===== src/rtl/pipe_stage_reg.sv =====
// pipe_stage_reg: Y86-64 pipeline stage register with load/stall/bubble control,
// saturating stall/bubble event counters and a sticky stall+bubble conflict flag.
module pipe_stage_reg #(
    parameter int          WORD_W    = 64,
    parameter int          REG_W     = 4,
    parameter int          CNT_W     = 16,
    parameter logic [3:0]  NOP_ICODE = 4'h1,
    parameter logic [REG_W-1:0] RNONE = 4'hF,
    parameter logic [2:0]  SAOK      = 3'd1
) (
    input  logic              clk,
    input  logic              reset,
    input  logic              stall,
    input  logic              bubble,
    input  logic [2:0]        in_stat,
    input  logic [3:0]        in_icode,
    input  logic [3:0]        in_ifun,
    input  logic [WORD_W-1:0] in_valC,
    input  logic [WORD_W-1:0] in_valA,
    input  logic [WORD_W-1:0] in_valB,
    input  logic [REG_W-1:0]  in_dstE,
    input  logic [REG_W-1:0]  in_dstM,
    input  logic [REG_W-1:0]  in_srcA,
    input  logic [REG_W-1:0]  in_srcB,
    output logic [2:0]        out_stat,
    output logic [3:0]        out_icode,
    output logic [3:0]        out_ifun,
    output logic [WORD_W-1:0] out_valC,
    output logic [WORD_W-1:0] out_valA,
    output logic [WORD_W-1:0] out_valB,
    output logic [REG_W-1:0]  out_dstE,
    output logic [REG_W-1:0]  out_dstM,
    output logic [REG_W-1:0]  out_srcA,
    output logic [REG_W-1:0]  out_srcB,
    output logic              out_is_bubble,
    output logic [CNT_W-1:0]  stall_cnt,
    output logic [CNT_W-1:0]  bubble_cnt,
    output logic              ctrl_err
);
    typedef struct packed {
        logic [2:0]        stat;
        logic [3:0]        icode;
        logic [3:0]        ifun;
        logic [WORD_W-1:0] valc;
        logic [WORD_W-1:0] vala;
        logic [WORD_W-1:0] valb;
        logic [REG_W-1:0]  dste;
        logic [REG_W-1:0]  dstm;
        logic [REG_W-1:0]  srca;
        logic [REG_W-1:0]  srcb;
    } fields_t;

    // Every field is cleared so no stale register ID can reach forwarding.
    localparam fields_t BUBBLE_F = '{
        stat: SAOK, icode: NOP_ICODE, ifun: 4'h0,
        valc: '0, vala: '0, valb: '0,
        dste: RNONE, dstm: RNONE, srca: RNONE, srcb: RNONE
    };

    fields_t          in_f, fld_q, fld_d;
    logic             is_bubble_q, is_bubble_d;
    logic [CNT_W-1:0] stall_cnt_q, stall_cnt_d;
    logic [CNT_W-1:0] bubble_cnt_q, bubble_cnt_d;
    logic             ctrl_err_q, ctrl_err_d;
    logic             stall_ev;

    assign in_f = '{
        stat: in_stat, icode: in_icode, ifun: in_ifun,
        valc: in_valC, vala: in_valA, valb: in_valB,
        dste: in_dstE, dstm: in_dstM, srca: in_srcA, srcb: in_srcB
    };
    assign stall_ev = stall && !bubble;

    always_comb begin
        fld_d        = bubble ? BUBBLE_F : stall ? fld_q : in_f;
        is_bubble_d  = bubble ? 1'b1 : stall ? is_bubble_q : 1'b0;
        stall_cnt_d  = (stall_ev && stall_cnt_q != '1) ? stall_cnt_q + CNT_W'(1) : stall_cnt_q;
        bubble_cnt_d = (bubble && bubble_cnt_q != '1) ? bubble_cnt_q + CNT_W'(1) : bubble_cnt_q;
        ctrl_err_d   = ctrl_err_q || (stall && bubble);
    end

    always_ff @(posedge clk or posedge reset) begin
        if (reset) begin
            fld_q        <= BUBBLE_F;
            is_bubble_q  <= 1'b1;
            stall_cnt_q  <= '0;
            bubble_cnt_q <= '0;
            ctrl_err_q   <= 1'b0;
        end else begin
            fld_q        <= fld_d;
            is_bubble_q  <= is_bubble_d;
            stall_cnt_q  <= stall_cnt_d;
            bubble_cnt_q <= bubble_cnt_d;
            ctrl_err_q   <= ctrl_err_d;
        end
    end

    assign out_stat      = fld_q.stat;
    assign out_icode     = fld_q.icode;
    assign out_ifun      = fld_q.ifun;
    assign out_valC      = fld_q.valc;
    assign out_valA      = fld_q.vala;
    assign out_valB      = fld_q.valb;
    assign out_dstE      = fld_q.dste;
    assign out_dstM      = fld_q.dstm;
    assign out_srcA      = fld_q.srca;
    assign out_srcB      = fld_q.srcb;
    assign out_is_bubble = is_bubble_q;
    assign stall_cnt     = stall_cnt_q;
    assign bubble_cnt    = bubble_cnt_q;
    assign ctrl_err      = ctrl_err_q;
endmodule


===== config.mk =====
export PLATFORM = sky130hd
export DESIGN_NAME = pipe_stage_reg
export DESIGN_NICKNAME = d
export VERILOG_FILES = /design/src/rtl/pipe_stage_reg.sv
export SDC_FILE = /design/constraint.sdc
export NUM_CORES = 1
export LEC_CHECK = 0
export ABC_AREA = 1
export ABC_CLOCK_PERIOD_IN_PS = 7100
export BUFFER_PORTS_ARGS = -buffer_cell sky130_fd_sc_hd__buf_2
export CAP_MARGIN = 10
export CORE_ASPECT_RATIO = 1.4
export CORE_MARGIN = 10
export CORE_UTILIZATION = 30
export DETAILED_ROUTE_END_ITERATION = 8
export SYNTH_ARGS = -nofsm -noshare
export SYNTH_HDL_FRONTEND = slang
export SYNTH_SLANG_ARGS = --single-unit

===== constraint.sdc =====
create_clock -name clk -period 7.1 [get_ports clk]
set_clock_uncertainty 0.05 [all_clocks]
set_input_delay 0.71 -clock clk [delete_from_list [all_inputs] [get_ports clk]]
set_output_delay 0.71 -clock clk [all_outputs]
set_load 0.01 [all_outputs]

==> flow_summary.json <==
{
  "die_x_um": 172,
  "synth_fp_nets": 1009,
  "layout_setup_ws_ns": 4.31,
  "crit_type": "in2reg",
  "drc": 0,
  "vias_per_cell": 4.85,
  "cts_inserted_buffers": 27,
  "port_buffers": 475,
  "critPathLaunchType": "primary input",
  "synth_cell_types": 25,
  "relSlewSlack": 0.280,
  "grt_setup_unrepaired": "false",
  "synth_edf_count": 0,
  "p_clk_frac": 0.405,
  "worstPathMaxFanout": 141,
  "overflow": 0,
  "final-max-slew-violation-count": 0,
  "synth-seq-cells": 253,
  "area_delta_synth_final_pct": 37.0,
  "clkLatencyLatePin_ns": 0.53,
  "post_cts_buffers": 0,
  "synthSimpleGateAreaFrac": 0.0860,
  "avgSynthCellArea_um2": 12.4,
  "cp.arrival_ns": 3.20,
  "synth_xor_area_frac": 0.00991,
  "synth.largest_area_cell": "dfrtp_1",
  "synth.area.mux_share": 0,
  "pre_cts_ws_ns": 3.83,
  "synth_async_sr_flop_share": 1.00,
  "worst_slew_pin_slew_ns": 1.08,
  "hold_violations": 0,
  "design.die.area_um2": 40100,
  "critPathCaptureType": "register",
  "routedWlPerCell_um": 20.5,
  "synth_most_common_cell": "dfrtp_1",
  "die_y_um": 233,
  "grt_pass1_wl_um": 50200,
  "gp_congestion": 0.830,
  "yosys_warnings": 0,
  "synth_area_leaders": "dfrtp_1, a22o_1, dfstp_2, nand2_1, buf_2",
  "max_freq_ghz": 0.358,
  "drtIter0Drc": 610,
  "yosys.area_share.adder": 0.00257,
  "cts_tree": "built",
  "io_pins": 476,
  "timing.rr.end": "bubble_cnt[10]",
  "synth_compound_gate_area_share": 0.208,
  "drv_cap": 0,
  "clockBufferDepth": 3,
  "fin_crit_ns": 2.79,
  "final.period_utilization": 0.393,
  "htree_levels": 1,
  "power_switching_uw": 933,
  "drive_gt1_frac": 0.447,
  "rrSetupSlack_ns": 5.00,
  "cts_resized": 0,
  "post-dp-hpwl_um": 25400,
  "path_clk_slew_ns": 0.06,
  "grt_max_degree": 142,
  "swShare": 0.265,
  "synth_top_area_frac": 0.602,
  "hold_path.class": "in2async",
  "synth.cell_area_um2": 9720,
  "fp-row-count": 77,
  "finalSetupTns_ns": 0,
  "num-nets-final": 1469,
  "grt_usage": 0.160,
  "drtAntennaViolNets": 0,
  "ys.flop_type": "dfrtp_1",
  "synth.top_cells.by_count": "dfrtp_1, a22o_1, nand2_1",
  "clock-root-buffer": "clkbuf_16",
  "leakage_uw": 0.00711,
  "ff2ff_path_depth": 8,
  "antenna_found_initial": 5,
  "vias": 8072,
  "power_frac_comb": 0.132,
  "coreArea_um2": 31800,
  "wl_um": 34100,
  "cellInternalPower_uw": 2590,
  "r2r_start": "bubble_cnt[0]",
  "grt_pass1_vias": 8262,
  "synth_top_family_by_area": "compound AO/OA/AOI/OAI gates",
  "worst_ep_required_time_ns": 7.51,
  "power_frac_seq": 0.463,
  "ir_worst_vdd_mv": 0.180,
  "clock_sinks": 253,
  "first_pass_iters": 4,
  "start_util": 0.306,
  "hold_buffers": 0,
  "ys_seq_area_frac": 0.654,
  "setup_viol": 0,
  "p_per_area_nw_per_um2": 264,
  "outcome": "finished clean",
  "netlist_instances": 784
}
registers in the layout (all words and copies together), names as in the netlist, 16 cells and up:
signal	count
out_valC	64
out_valA	64
stall_cnt	16
out_valB	64
bubble_cnt	16
how the worst max path moves through the flow:
stage | from | endpoint | slack (ns) | cells after the start
3_5_place_dp | bubble | out_valB[19] | 3.83 | 6
4_1_cts | bubble | out_valC[56] | 4.40 | 6
2_1_floorplan | reset | bubble_cnt[0] | 3.03 | 1
5_1_grt | bubble | out_valB[31] | 4.15 | 6
6_report | bubble | out_valC[56] | 4.31 | 6
3_3_place_gp | bubble | out_valB[43] | 3.84 | 6
through the flow:
step / utilization / cell area (µm²) / total power [µW] / std cells / hold slack (ns)
after floorplan: - / 9720 / 1880 / 784 / 0.417
after global routing: 0.419 / 13300 / 3690 / 1662 / 0.335
final: 0.419 / 13300 / 3520 / 1664 / 0.306
after CTS: 0.419 / 13300 / 3570 / 1659 / 0.317
after global placement: 0.390 / 12400 / 2120 / 1610 / 0.393
after detailed placement: 0.390 / 12400 / 2130 / 1610 / 0.399
routing by layer:
metal  global-route usage  up-vias  share of wire
li1                     -     3767              -
met1                0.183     3964           0.38
met2                0.280      298           0.52
met3               0.0427       43          0.081
met4               0.0527        0          0.023
met5                    0        -              0
cell families after synthesis:
logic type	after synthesis
AO/OA/AOI/OAI	235
XOR/XNOR	11
adder cells (fa/ha/maj)	2
buffers and inverters	83
flip-flops	253
AND/OR/NAND/NOR	200
layout by cell type (no fill, tap or decap):
cell,netlist,routed
inv_2,2,1
nor2_2,5,5
nand4_1,16,16
o21ai_2,6,6
bufinv_16,0,2
clkbuf_16,0,27
xnor2_1,7,7
buf_12,0,1
nor2_1,35,34
buf_4,2,4
a22o_1,201,201
dfstp_2,19,19
nand2_1,125,125
nand3_1,13,13
nor3_1,1,1
o21ai_0,9,9
clkinv_2,0,9
clkinvlp_4,0,2
nand2_2,3,3
ha_1,2,2
dfrtp_1,234,234
buf_2,41,475
o22a_1,18,18
nor2_4,0,1
nand3b_1,2,2
diode_2,0,5
clkinv_1,1,1
clkbuf_1,4,1
inv_1,31,30
clkbuf_8,0,7
a21o_1,1,1
inv_6,0,3
xor2_1,4,4
power groups by stage:
stage	logic, µW	registers [µW]	clock network, µW
floorplan	195	1690	0
global placement	469	1650	0
detailed placement	475	1650	0
CTS	476	1630	1460
global route	515	1640	1530
finish	464	1630	1430
layout make-up:
class	instances	area, µm²
fillers	3098	18500
flip-flops and latches	253	6350
multi-input cells	448	2990
repair buffers	480	2430
clock buffers	35	776
well taps	395	494
inverters	34	136
clock inverters	14	130
diodes	5	12.5
worst max-delay path, stage by stage:
cell     delay, ns
buf_2         0.16
inv_2         0.09
nand2_2       0.30
inv_6         0.84
buf_4         0.68
a22o_1        0.25
Note: power is estimated with default switching activity, not from simulation.
